$ cat src/rtl/ps2_scan_ctrl.sv
// ps2_scan_ctrl: drains the ps2_keyboard receive FIFO one byte every two cycles,
// folds set-2 E0/F0 prefixes into single key events, and tracks the held key,
// typematic repeats, a press counter and a sticky FIFO overflow flag.
module ps2_scan_ctrl #(
    parameter int TIMEOUT_CYC = 1000000,
    parameter int CNT_W       = 8
) (
    input  logic             clk,
    input  logic             rst,
    input  logic             ready,
    input  logic [7:0]       data,
    input  logic             overflow,
    input  logic             clr,
    output logic             nextdata_n,
    output logic             key_valid,
    output logic [7:0]       key_code,
    output logic             key_ext,
    output logic             key_release,
    output logic             key_repeat,
    output logic             key_down,
    output logic [7:0]       held_code,
    output logic [CNT_W-1:0] press_cnt,
    output logic             ovf_flag
);

    localparam int              TO_W    = $clog2(TIMEOUT_CYC + 1);
    localparam logic [TO_W-1:0] TO_LAST = TO_W'(TIMEOUT_CYC - 1);

    localparam logic [0:0] ST_IDLE   = 1'b0;
    localparam logic [0:0] ST_SETTLE = 1'b1;

    logic [0:0]      state;
    logic [7:0]      byte_r;
    logic            ext_pend;
    logic            brk_pend;
    logic            held_ext;
    logic [TO_W-1:0] to_cnt;

    logic pop;
    logic decode;
    logic is_e0;
    logic is_f0;
    logic is_e1;
    logic is_code;
    logic held_match;
    logic cnt_inc;

    // The pop strobe is only ever issued from IDLE, so it can never repeat on
    // back-to-back cycles; reset masks it so nothing is pulled while resetting.
    assign pop        = (state == ST_IDLE) && ready && !rst;
    assign nextdata_n = !pop;
    assign decode     = (state == ST_SETTLE);

    assign is_e0      = (byte_r == 8'hE0);
    assign is_f0      = (byte_r == 8'hF0);
    assign is_e1      = (byte_r == 8'hE1);
    assign is_code    = decode && !is_e0 && !is_f0 && !is_e1;
    assign held_match = key_down && (held_code == byte_r) && (held_ext == ext_pend);
    assign cnt_inc    = is_code && !brk_pend && !held_match;

    // Two-state sequencer: capture the FIFO head on pop, then spend one cycle
    // decoding it while the FIFO updates its ready/data outputs.
    always_ff @(posedge clk) begin
        if (rst) begin
            state  <= ST_IDLE;
            byte_r <= 8'h00;
        end else begin
            case (state)
                ST_IDLE: begin
                    if (ready) begin
                        byte_r <= data;
                        state  <= ST_SETTLE;
                    end
                end
                ST_SETTLE: state <= ST_IDLE;
                default:   state <= ST_IDLE;
            endcase
        end
    end

    // Prefix flags and their staleness timer; an overflow means the byte
    // stream can no longer be trusted, so any half-built event is dropped.
    always_ff @(posedge clk) begin
        if (rst) begin
            ext_pend <= 1'b0;
            brk_pend <= 1'b0;
            to_cnt   <= '0;
        end else begin
            if (decode) begin
                to_cnt <= '0;
                if (is_e0) begin
                    ext_pend <= 1'b1;
                end else if (is_f0) begin
                    brk_pend <= 1'b1;
                end else begin
                    ext_pend <= 1'b0;
                    brk_pend <= 1'b0;
                end
            end else if (ext_pend || brk_pend) begin
                if (to_cnt == TO_LAST) begin
                    ext_pend <= 1'b0;
                    brk_pend <= 1'b0;
                    to_cnt   <= '0;
                end else begin
                    to_cnt <= to_cnt + 1'b1;
                end
            end else begin
                to_cnt <= '0;
            end
            if (overflow) begin
                ext_pend <= 1'b0;
                brk_pend <= 1'b0;
            end
        end
    end

    // Key event outputs and held-key tracking, updated when a code byte decodes.
    always_ff @(posedge clk) begin
        if (rst) begin
            key_valid   <= 1'b0;
            key_code    <= 8'h00;
            key_ext     <= 1'b0;
            key_release <= 1'b0;
            key_repeat  <= 1'b0;
            key_down    <= 1'b0;
            held_code   <= 8'h00;
            held_ext    <= 1'b0;
        end else begin
            key_valid <= 1'b0;
            if (is_code) begin
                key_valid   <= 1'b1;
                key_code    <= byte_r;
                key_ext     <= ext_pend;
                key_release <= brk_pend;
                key_repeat  <= !brk_pend && held_match;
                if (!brk_pend) begin
                    if (!held_match) begin
                        key_down  <= 1'b1;
                        held_code <= byte_r;
                        held_ext  <= ext_pend;
                    end
                end else if (held_match) begin
                    key_down <= 1'b0;
                end
            end
        end
    end

    // Press counter and sticky overflow flag; clr takes priority over both.
    always_ff @(posedge clk) begin
        if (rst) begin
            press_cnt <= '0;
            ovf_flag  <= 1'b0;
        end else if (clr) begin
            press_cnt <= '0;
            ovf_flag  <= 1'b0;
        end else begin
            if (cnt_inc) begin
                press_cnt <= press_cnt + 1'b1;
            end
            if (overflow) begin
                ovf_flag <= 1'b1;
            end
        end
    end

endmodule

$ cat config.mk
export PLATFORM = sky130hd
export DESIGN_NAME = ps2_scan_ctrl
export DESIGN_NICKNAME = d
export VERILOG_FILES = /design/src/rtl/ps2_scan_ctrl.sv
export SDC_FILE = /design/constraint.sdc
export NUM_CORES = 1
export LEC_CHECK = 0
export ABC_AREA = 1
export CAP_MARGIN = 20
export CORE_MARGIN = 10
export CORE_UTILIZATION = 40
export CTS_BUF_LIST = sky130_fd_sc_hd__clkbuf_4
export CTS_CLUSTER_DIAMETER = 50
export DETAILED_ROUTE_END_ITERATION = 10
export PLACE_DENSITY_LB_ADDON = 0.3
export SLEW_MARGIN = 15
export SYNTH_ARGS = -nofsm -noshare
export SYNTH_HDL_FRONTEND = slang
export SYNTH_SLANG_ARGS = --single-unit
$ cat constraint.sdc
create_clock -name clk -period 4.21 [get_ports clk]
set_input_delay 0.842 -clock clk [delete_from_list [all_inputs] [get_ports clk]]
set_output_delay 0.842 -clock clk [all_outputs]
set_load 0.01 [all_outputs]
==> metrics.log, run 1 <==
INFO  metric run_status = finished, final reports clean
INFO  metric place_hpwl = approximately 4800 microns
INFO  metric holdBufCountCts = 0
INFO  metric max_clock_freq = 0.3201 GHz
INFO  metric cp.required = 3.37 ns
INFO  metric timing.final.max_slew_violations = 0
INFO  metric clk_root_buffer_cell = clkbuf_4
INFO  metric cts.sinks = between 60 and 70
INFO  metric floorplan.initialDensity = 0.4170
INFO  metric yosysSeqAreaShare = 0.4309
INFO  metric crit_top_cell = clkdlybuf4s50_1
INFO  metric rsz0062_at_grt = no
INFO  metric path_max_fanout = 15
INFO  metric first_global_vias = 2,468
INFO  metric max_slew.worst_pin.slew = 0.5412 ns
INFO  metric die_width = about 100 microns
INFO  metric arrival = 2.28 ns
INFO  metric avgRoutedWirePerCell = 11.94 microns
INFO  metric finalHoldViolations = 0
INFO  metric tritoncts = built
INFO  metric tns = 0 ns
INFO  metric overall_fraction_of_global_route_tracks_in_use = 0.1208
INFO  metric ys_seq_elements = 62
INFO  metric syn_avg_cell_area = 7.008 sq um
INFO  metric via_density_per_instance = 4.647
INFO  metric timing.hold.worst.class = reg2reg
INFO  metric cp_cell_sequence = clkdlybuf4s50_1 -> nand2_1 -> nor2_1 -> inv_1 -> clkdlybuf4s50_1
INFO  metric first_iter_violations = 99
INFO  metric core_region_area = approximately 7000 sq um
INFO  metric overflow = 0
INFO  metric clockBufferDepth = 2
INFO  metric route.final.wire_length = 6639 microns
INFO  metric critical_path.slowest_cell = clkdlybuf4s50_1
INFO  metric detail_route.drc_violations = 0
INFO  metric vdd_drop_max = slightly above 0.0003 V
INFO  metric firstDrtPassIters = 4
INFO  metric io_pins = 44
INFO  metric drt.antenna.violating_nets = 0
INFO  metric globalplace.congestion = 0.8111
INFO  metric final_layout_size_suffix_gt1_frac = 0.06957
INFO  metric clock_insertion_delay_worst_skew = 0.41 ns
INFO  metric dieHeight = 104.9 microns
INFO  metric crit_path_max_incr_delay = 0.48 ns
INFO  metric syn2layout_area_growth = 21.76%
INFO  metric maxCapViolations = 0
INFO  metric global_route_wire_length_before_repair = 11,160 microns
INFO  metric cts_h_tree_lvls = 3
INFO  metric grt_max_degree = 22
INFO  metric fin_skew = 0.01508 ns
INFO  metric grt_antenna_before_repair = 0
INFO  metric timing.final.crit_share = 0.7421
INFO  metric post_cts.repair.setup_buffers = 0
INFO  metric diodes = 0
INFO  metric postLayoutCoreUtil = 0.5078
INFO  metric cts.clk_slew.worst_paths = 0.10 ns
INFO  metric power.leakage = 1.311 nW
INFO  metric design.die.area = 10,990 sq um
INFO  metric synth-warning-count = 0
INFO  metric mappedNetlistNets = 428
INFO  metric synthCells = 411
INFO  metric relative_max_transition_margin = 0.6379
INFO  metric netlist_area_before_placement = 2880 sq um
INFO  metric tritoncts.num_buffers = 9
INFO  metric nets = 473
INFO  metric power_density = 326.8 nW/um^2
INFO  metric type_of_destination_of_the_critical_path = output pin
INFO  metric synth_cell_types = 28
INFO  metric critPathLaunchType = primary input
INFO  metric rows = 30
INFO  metric critPathKind = in2out
INFO  metric placement.io_buffers = 43
INFO  metric ctsResizeCount = 0
INFO  metric min_period = roughly 3.1 ns
INFO  metric dr_total_vias = 2,584
INFO  metric setup_viol = 0
[state kept, by name (all words and copies together) (netlist names)]
signal	flops
key_code	8
key_down	1
key_repeat	1
to_cnt	20
byte_r	8
key_ext	1
ext_pend	1
held_code	8
press_cnt	8
held_ext	1
decode	1
brk_pend	1
key_release	1
ovf_flag	1
key_valid	1
[final cells by class]
| class | count | area, sq um |
|---|---|---|
| clock buffers | 9 | 67.56 |
| clock inverters | 6 | 53.80 |
| fillers | 704 | 3400 |
| inverters | 45 | 168.9 |
| multi-input cells | 294 | 1418 |
| flip-flops and latches | 62 | 1241 |
| well taps | 96 | 120.1 |
| repair buffers | 44 | 437.9 |
[power breakdown]
| group | leakage [nW] | switching, mW | total (mW) | internal (mW) |
|---|---|---|---|---|
| sequential | 0.505 | 0.0202 | 0.626 | 0.606 |
| combinational | 0.733 | 0.0702 | 0.131 | 0.0611 |
| clock | 0.0727 | 0.217 | 0.389 | 0.172 |
[stage by stage]
step,setup slack [ns],hold slack (ns),cells,cell area [sq um],power [mW]
after floorplan,1.997,0.4176,411,2880,0.7142
after global placement,1.124,0.4312,541,3386,0.7700
after detailed placement,1.087,0.4461,541,3386,0.7723
after CTS,1.080,0.4691,556,3507,1.160
after global routing,1.011,0.5093,556,3507,1.206
final,1.086,0.4709,556,3507,1.146
[worst max-delay path: cells and delay by family]
family | cells | cell delay (ns)
AND/OR/NAND/NOR | 2 | 0.45
buffers and inverters | 3 | 0.99
[layout by cell type (no fill, tap or decap), types with 2 or more instances in the layout]
cell type        count
a21boi_0             2
a21oi_1             17
clkbuf_4             9
clkdlybuf4s50_1     43
clkinv_2             4
dfxtp_1             62
ha_1                 4
inv_1               42
inv_2                3
nand2_1             83
nand2_2              4
nand3_1             25
nand3_2              2
nand4_1              3
nor2_1              96
nor2_2               3
nor2_4               3
nor3_1               4
o21ai_0             21
xnor2_1              9
xor2_1              14
[final timing paths]
| check | from | end | slack, ns | depth (start not counted) |
|---|---|---|---|---|
| max | ready | nextdata_n | 1.09 | 5 |
| min | to_cnt[0]$_SDFF_PP0_ | to_cnt[0]$_SDFF_PP0_ | 0.47 | 1 |
| max reg2reg | byte_r[1]$_SDFFE_PP0P_ | held_code[0]$_SDFFE_PP0P_ | 2.30 | 10 |
| min reg2reg | to_cnt[0]$_SDFF_PP0_ | to_cnt[0]$_SDFF_PP0_ | 0.47 | 1 |
[logic make-up (layout without fill, tap and decap cells)]
logic type | count (synthesis) | in the layout | synth area share
adders and majority gates | 4 | 4 | 0.01738
and+or+nand+nor | 226 | 226 | 0.3319
DFF | 62 | 62 | 0.4309
xor gates and xnor gates | 23 | 23 | 0.06994
AOI/OAI and AO/OA | 41 | 41 | 0.07298
buffers and inverters | 55 | 104 | 0.07689
[cell usage after synthesis, drive strengths merged]
master	n	area, sq um
o21ai	22	110.1
clkbuf	5	20.01
nand4	3	18.77
or2	1	6.260
inv	45	168.9
xnor2	9	78.83
nor2	102	412.9
nor2b	1	6.260
dfxtp	62	1241
nand3	27	145.1
xor2	14	122.6
nand2	87	336.6
a21oi	17	85.08
ha	4	50.05
nor3	5	30.03
buf	5	32.53
a21boi	2	15.01
[metal layers]
metal / share of wire / track usage / vias to the layer above
li1: - / - / 1366
met1: 0.47 / 0.1396 / 1148
met2: 0.46 / 0.1997 / 60
met3: 0.056 / 0.04791 / 10
met4: 0.011 / 0.03824 / 0
met5: 0 / 0 / -
No activity file was read; power rests on OpenSTA's default activity.
==> run 2, diff against run 1 <==
- clock period: 4.21 -> 2.8 ns (I/O delays scaled with it)
==> run 2 against run 1 <==
  * Clock-buffer cell count rose by 2
  * Non-clock buffer count rose by 1
  * Cell area rose by 1.2%
  * Register-to-register slack got worse by 1.4 ns
  * Routed wire length fell by 2.6%
  * Core utilization rose by 0.62 points
  * Sequential power rose by 50%
  * Clock power rose by 78%
  * Critical endpoint unchanged
  * Largest cell class unchanged
  * Highest routed layer unchanged
==> metrics.log, run 2 (synthesized netlist as in run 1, its figures left out) <==
INFO  metric first_global_vias = 2,453 (-0.61%)
INFO  metric run_status = finished, final reports clean
INFO  metric placement.io_buffers = 43 (unchanged)
INFO  metric global_route_wire_length_before_repair = 10,920 microns (-2.2%)
INFO  metric min_from = to_cnt[0]$_SDFF_PP0_
INFO  metric crit_top_cell = clkdlybuf4s50_1
INFO  metric setup_viol = 0 (unchanged)
INFO  metric cp_cell_sequence = clkdlybuf4s50_1 -> nand2_1 -> nor2_1 -> inv_1 -> clkdlybuf4s50_1
INFO  metric detail_route.drc_violations = 0 (unchanged)
INFO  metric maxCapViolations = 0 (unchanged)
INFO  metric place_hpwl = 4797 microns (-1.1%)
INFO  metric type_of_destination_of_the_critical_path = output pin
INFO  metric multi_input_comb_area = 1418 sq um (unchanged)
INFO  metric clock_insertion_delay_worst_skew = 0.40 ns (about the same)
INFO  metric post_cts.repair.setup_buffers = 0 (unchanged)
INFO  metric final.hold.worst_slack = 0.4477 ns (-0.02323 ns)
INFO  metric largest_register_ffs = 20 (unchanged)
INFO  metric cts.clk_slew.worst_paths = 0.10 ns (about the same)
INFO  metric final_layout_size_suffix_gt1_frac = 0.07359 (+0.004028)
INFO  metric tns = 0 ns (unchanged)
INFO  metric rsz0062_at_grt = no
INFO  metric critPathLaunchType = primary input
INFO  metric avgRoutedWirePerCell = 11.59 microns (-2.9%)
INFO  metric dieHeight = 104.9 microns (unchanged)
INFO  metric stdcell_area = 3550 sq um (+1.2%)
INFO  metric timing.critical_path.from = ready
INFO  metric cell_internal_pwr = 1.382 mW (+65%)
INFO  metric drt.antenna.violating_nets = 0 (unchanged)
INFO  metric max_slew.worst_pin.slew = 0.5264 ns (-0.01481 ns)
INFO  metric power.leakage = 1.331 nW (+1.5%)
INFO  metric critical_path.slowest_cell = clkdlybuf4s50_1
INFO  metric clockBufferDepth = 2 (unchanged)
INFO  metric place_area = 3393 sq um (+0.22%)
INFO  metric route.final.wire_length = 6469 microns (-2.6%)
INFO  metric cts.sinks = 62 (unchanged)
INFO  metric num-fill-cells = 690 (-2.0%)
INFO  metric relative_max_transition_margin = 0.6478 (+0.009909)
INFO  metric die_width = 104.9 microns (unchanged)
INFO  metric path_max_fanout = 2 (-13)
INFO  metric rr_startpoint = byte_r[7]$_SDFFE_PP0P_
INFO  metric critPathKind = in2out
INFO  metric clk_root_buffer_cell = clkbuf_4
INFO  metric clkPwrFrac = 0.377 (+0.038)
INFO  metric arrival = 1.73 ns (-0.55 ns)
INFO  metric final_cell_mix = nor2_1 (96), nand2_1 (83), dfxtp_1 (62)
INFO  metric timing.final.max_slew_violations = 0 (unchanged)
INFO  metric firstDrtPassIters = 5 (+1)
INFO  metric cts_h_tree_lvls = 3 (unchanged)
INFO  metric family_with_the_most_delay_on_the_worst_path = buffers and inverters
INFO  metric timing.final.crit_share = 0.8185
INFO  metric cp.required = 2.24 ns (-1.13 ns)
INFO  metric floorplan.initialDensity = 0.4170 (unchanged)
INFO  metric seq_area = 1241 sq um (unchanged)
INFO  metric tritoncts.num_buffers = 9 (unchanged)
INFO  metric reg2reg_setup_slack = 0.91 ns (-1.39 ns)
INFO  metric dr_total_vias = 2,581 (-0.12%)
INFO  metric globalplace.congestion = 0.8098 (-0.16%)
INFO  metric tritoncts = built
INFO  metric syn2layout_area_growth = 23.24%
INFO  metric grt_antenna_before_repair = 0 (unchanged)
INFO  metric p_sw_frac = 0.2458 (-0.02198)
INFO  metric registers.top_by_ff_count = to_cnt
INFO  metric power.combinational.fraction = 0.108 (-0.007)
INFO  metric design.die.area = 10,990 sq um (unchanged)
INFO  metric rows = 30 (unchanged)
INFO  metric ctsResizeCount = 0 (unchanged)
INFO  metric overflow = 0 (unchanged)
INFO  metric crit_path_max_incr_delay = 0.47 ns (about the same)
INFO  metric max_clock_freq = 0.4363 GHz
INFO  metric overall_fraction_of_global_route_tracks_in_use = 0.1191 (-0.001703)
INFO  metric diodes = 0 (unchanged)
INFO  metric finalHoldViolations = 0 (unchanged)
INFO  metric timing.critical_path.buf_inv = 3 (unchanged)
INFO  metric net-switching-power = 0.4503 mW (+47%)
INFO  metric capture_point_of_the_critical_path = nextdata_n
INFO  metric power_density = 516.1 nW/um^2 (+58%)
INFO  metric io_pins = 44 (unchanged)
INFO  metric timing.hold.worst.class = reg2reg
INFO  metric timing.rr.end = held_code[6]$_SDFFE_PP0P_
INFO  metric instance_count_on_the_critical_path = 5 (unchanged)
INFO  metric holdBufCountCts = 0 (unchanged)
INFO  metric grt_max_degree = 22 (unchanged)
INFO  metric nets = 474 (+0.21%)
INFO  metric via_density_per_instance = 4.625 (-0.47%)
INFO  metric rr_worst_depth = 10 (unchanged)
INFO  metric layout_commonest_cell = nor2_1
INFO  metric core_region_area = 6907 sq um (unchanged)
INFO  metric vdd_drop_max = 0.0001961 V (-36%)
INFO  metric fin_skew = 0.01417 ns (-0.0009061 ns)
INFO  metric first_iter_violations = 97 (-2.0%)
INFO  metric min_period = between 2 and 2.5 ns
INFO  metric power.share.sequential = 0.514 (-0.032)
-- run 2: layout make-up --
type / count / share of cell area
clock buffers: 11 / 0.02326
clock inverters: 5 / 0.02080
inverters: 45 / 0.04759
multi-input cells: 294 / 0.3994
flip-flops and latches: 62 / 0.3497
well taps: 96 / 0.03384
repair buffers: 45 / 0.1255
-- run 2: how the worst min path moves through the flow --
stage | cells after the start | endpoint
floorplan | 1 | to_cnt[0]$_SDFF_PP0_
global placement | 1 | to_cnt[0]$_SDFF_PP0_
detailed placement | 1 | to_cnt[0]$_SDFF_PP0_
CTS | 1 | to_cnt[0]$_SDFF_PP0_
global route | 1 | to_cnt[0]$_SDFF_PP0_
finish | 1 | to_cnt[0]$_SDFF_PP0_
-- run 2: per-layer routing --
layer | vias to the layer above | GRT usage | share of wire
li1 | 1370 | - | -
met1 | 1140 | 0.1428 | 0.47
met2 | 58 | 0.1815 | 0.43
met3 | 13 | 0.03870 | 0.068
met4 | 0 | 0.07157 | 0.024
met5 | - | 0 | 0
-- run 2: through the flow --
step                cells    util  total power [mW]  worst slack (ns)
floorplan             411       -             1.074             1.151
global placement      542  0.4913             1.159            0.5268
detailed placement    542  0.4913             1.162            0.5077
CTS                   558  0.5139             1.856            0.4979
global route          558  0.5139             1.928            0.4500
finish                558  0.5139             1.832            0.5081
-- run 2: power by group through the flow --
stage	clock (mW)	combinational (mW)	sequential [mW]
2_1_floorplan	0	0.110	0.964
3_3_place_gp	0	0.197	0.962
3_5_place_dp	0	0.199	0.963
4_1_cts	0.714	0.200	0.942
5_1_grt	0.756	0.225	0.947
6_report	0.691	0.199	0.942
==> run 3, diff against run 2 <==
- clock period: 2.8 -> 1.9 ns (I/O delays scaled with it)
==> run 3 against run 2 <==
  * Die area stayed put
  * Worst hold slack better by 0.0075 ns
  * Routed wire length is 3.4% higher
  * Critical endpoint is now press_cnt[3]
==> metrics.log, run 3 (synthesized netlist as in run 1, its figures left out) <==
INFO  metric run_status = finished, final reports clean
INFO  metric first_iter_violations = 110 (+13%)
INFO  metric fin_skew = 0.01220 ns (-0.001974 ns)
INFO  metric via_density_per_instance = 4.674 (+1.1%)
INFO  metric cp_cell_sequence = clkdlybuf4s50_1
INFO  metric global_route_wire_length_before_repair = 11,460 microns (+4.9%)
INFO  metric firstDrtPassIters = 4 (-1)
INFO  metric rsz0062_at_grt = no
INFO  metric globalRouteMet3Util = 0.04177 (+0.003071)
INFO  metric rr_startpoint = byte_r[0]$_SDFFE_PP0P_
INFO  metric clockBufferDepth = 2 (unchanged)
INFO  metric seq_area = 1244 sq um (+0.20%)
INFO  metric globalRoute.busiestLayer = met2
INFO  metric family_with_the_most_delay_on_the_worst_path = buffers and inverters
INFO  metric critPathLaunchType = flip-flop
INFO  metric overall_fraction_of_global_route_tracks_in_use = 0.1246 (+0.005484)
INFO  metric timing.critical_path.buf_inv = 1 (-2)
INFO  metric crit_path_max_incr_delay = 0.58 ns (+0.11 ns)
INFO  metric arrival = 1.42 ns (-0.31 ns)
INFO  metric fin_ws = 0.09875 ns (-0.4093 ns)
INFO  metric timing.hold.worst.class = reg2reg
INFO  metric place_hpwl = 4913 microns (+2.4%)
INFO  metric design.die.area = 10,990 sq um (unchanged)
INFO  metric clk_root_buffer_cell = clkbuf_4
INFO  metric relative_max_transition_margin = 0.6527 (+0.004933)
INFO  metric timing.final.max_slew_violations = 0 (unchanged)
INFO  metric num-fill-cells = 707 (+2.5%)
INFO  metric cts.sinks = 62 (unchanged)
INFO  metric diodes = 0 (unchanged)
INFO  metric final_cell_mix = nor2_1 (96), nand2_1 (83), dfxtp_1 (60)
INFO  metric post_cts.repair.setup_buffers = 0 (unchanged)
INFO  metric grt.met1_usage = 0.1487 (+0.005892)
INFO  metric dr_total_vias = 2,627 (+1.8%)
INFO  metric clock_insertion_delay_worst_skew = 0.41 ns (about the same)
INFO  metric holdBufCountCts = 0 (unchanged)
INFO  metric final.hold.worst_slack = 0.4552 ns (+0.007508 ns)
INFO  metric timing.critical_path.from = press_cnt[3]$_SDFFE_PP0P_
INFO  metric globalplace.congestion = 0.8151 (+0.65%)
INFO  metric grt_antenna_before_repair = 0 (unchanged)
INFO  metric max_clock_freq = 0.5552 GHz
INFO  metric cts.clk_slew.worst_paths = 0.11 ns (about the same)
INFO  metric dp_slack = -0.03001 ns (-0.5377 ns)
INFO  metric power.leakage = 1.357 nW (+2.0%)
INFO  metric tritoncts.num_buffers = 9 (unchanged)
INFO  metric syn2layout_area_growth = 25.76%
INFO  metric dieHeight = 104.9 microns (unchanged)
INFO  metric cts_h_tree_lvls = 3 (unchanged)
INFO  metric drt.antenna.violating_nets = 0 (unchanged)
INFO  metric die_width = 104.9 microns (unchanged)
INFO  metric setup_viol = 0 (unchanged)
INFO  metric tritoncts = built
INFO  metric nets = 478 (+0.84%)
INFO  metric min_from = to_cnt[0]$_SDFF_PP0_
INFO  metric vdd_drop_max = 0.0002818 V (+44%)
INFO  metric registers.top_by_ff_count = to_cnt
INFO  metric final_layout_size_suffix_gt1_frac = 0.09013 (+0.01654)
INFO  metric floorplan.initialDensity = 0.4170 (unchanged)
INFO  metric timing.final.crit_share = 0.9480
INFO  metric multi_input_comb_area = 1435 sq um (+1.2%)
INFO  metric finalHoldViolations = 0 (unchanged)
INFO  metric io_pins = 44 (unchanged)
INFO  metric maxCapViolations = 0 (unchanged)
INFO  metric rows = 30 (unchanged)
INFO  metric cp.required = 1.52 ns (-0.72 ns)
INFO  metric grt_max_degree = 21 (-4.5%)
INFO  metric avgRoutedWirePerCell = 11.91 microns (+2.7%)
INFO  metric layout_commonest_cell = nor2_1
INFO  metric largest_register_ffs = 20 (unchanged)
INFO  metric power_density = 787.9 nW/um^2 (+53%)
INFO  metric placement.io_buffers = 43 (unchanged)
INFO  metric core_region_area = 6907 sq um (unchanged)
INFO  metric route.final.wire_length = 6692 microns (+3.4%)
INFO  metric path_max_fanout = 5 (+3)
INFO  metric max_slew.worst_pin.slew = 0.5190 ns (-0.007373 ns)
INFO  metric overflow = 0 (unchanged)
INFO  metric critPathKind = reg2out
INFO  metric type_of_destination_of_the_critical_path = output pin
INFO  metric critical_path.slowest_cell = clkdlybuf4s50_1
INFO  metric detail_route.drc_violations = 0 (unchanged)
INFO  metric grt.met2_usage = 0.1908 (+0.009342)
INFO  metric min_period = 1.801 ns
INFO  metric first_global_vias = 2,542 (+3.6%)
-- run 3: changes by cell type in the layout (fill, tap and decap cells not counted), sizes merged --
cell and delta:
clkbuf -2, bufinv +1, clkdlybuf4s50 -1, dlygate4sd2 +1, clkinv -1, clkinvlp +2
buf +4
-- run 3: final timing paths --
check / endpoint / slack (ns) / cells past startpoint
worst max-delay path: press_cnt[3] / 0.1 / 1
worst min register to register: to_cnt[0]$_SDFF_PP0_ / 0.46 / 1
worst max register to register: key_down$_SDFFE_PP0P_ / 0.18 / 11
worst min-delay path: to_cnt[0]$_SDFF_PP0_ / 0.46 / 1
-- run 3: metrics by stage --
step / instance area, sq um / util / total power [mW] / cells / TNS [ns]
floorplan: 2880 / - / 1.582 / 411 / 0
global placement: 3423 / 0.4957 / 1.714 / 546 / -0.005334
detailed placement: 3423 / 0.4957 / 1.720 / 546 / -0.03001
CTS: 3603 / 0.5217 / 2.873 / 562 / 0
global route: 3622 / 0.5245 / 2.973 / 562 / 0
finish: 3622 / 0.5245 / 2.854 / 562 / 0
-- run 3: cell type report --
| type | count | area share |
|---|---|---|
| clock buffer | 9 | 0.01865 |
| clock inverter | 7 | 0.03109 |
| inverter | 45 | 0.04663 |
| multi-input combinational | 294 | 0.3962 |
| sequential | 62 | 0.3434 |
| tap | 96 | 0.03316 |
| timing repair buffer | 49 | 0.1309 |
-- run 3: where the power goes --
group / internal, mW / switching, mW
Combinational: 0.142 / 0.160
Clock: 0.657 / 0.506
Sequential: 1.34 / 0.0453
Total: 2.14 / 0.711
-- run 3: what timing repair did --
action,CTS,global route
hold endpoints to repair,0,0
cloned,0,0
gates resized for setup,3,5
endpoints found under the setup margin,1,28
-- run 3: layer usage --
metal | vias to the layer above | wire, microns
met5 | - | 0
met4 | 0 | 174
met3 | 15 | 406
met2 | 70 | 3012
met1 | 1161 | 3099
li1 | 1381 | -
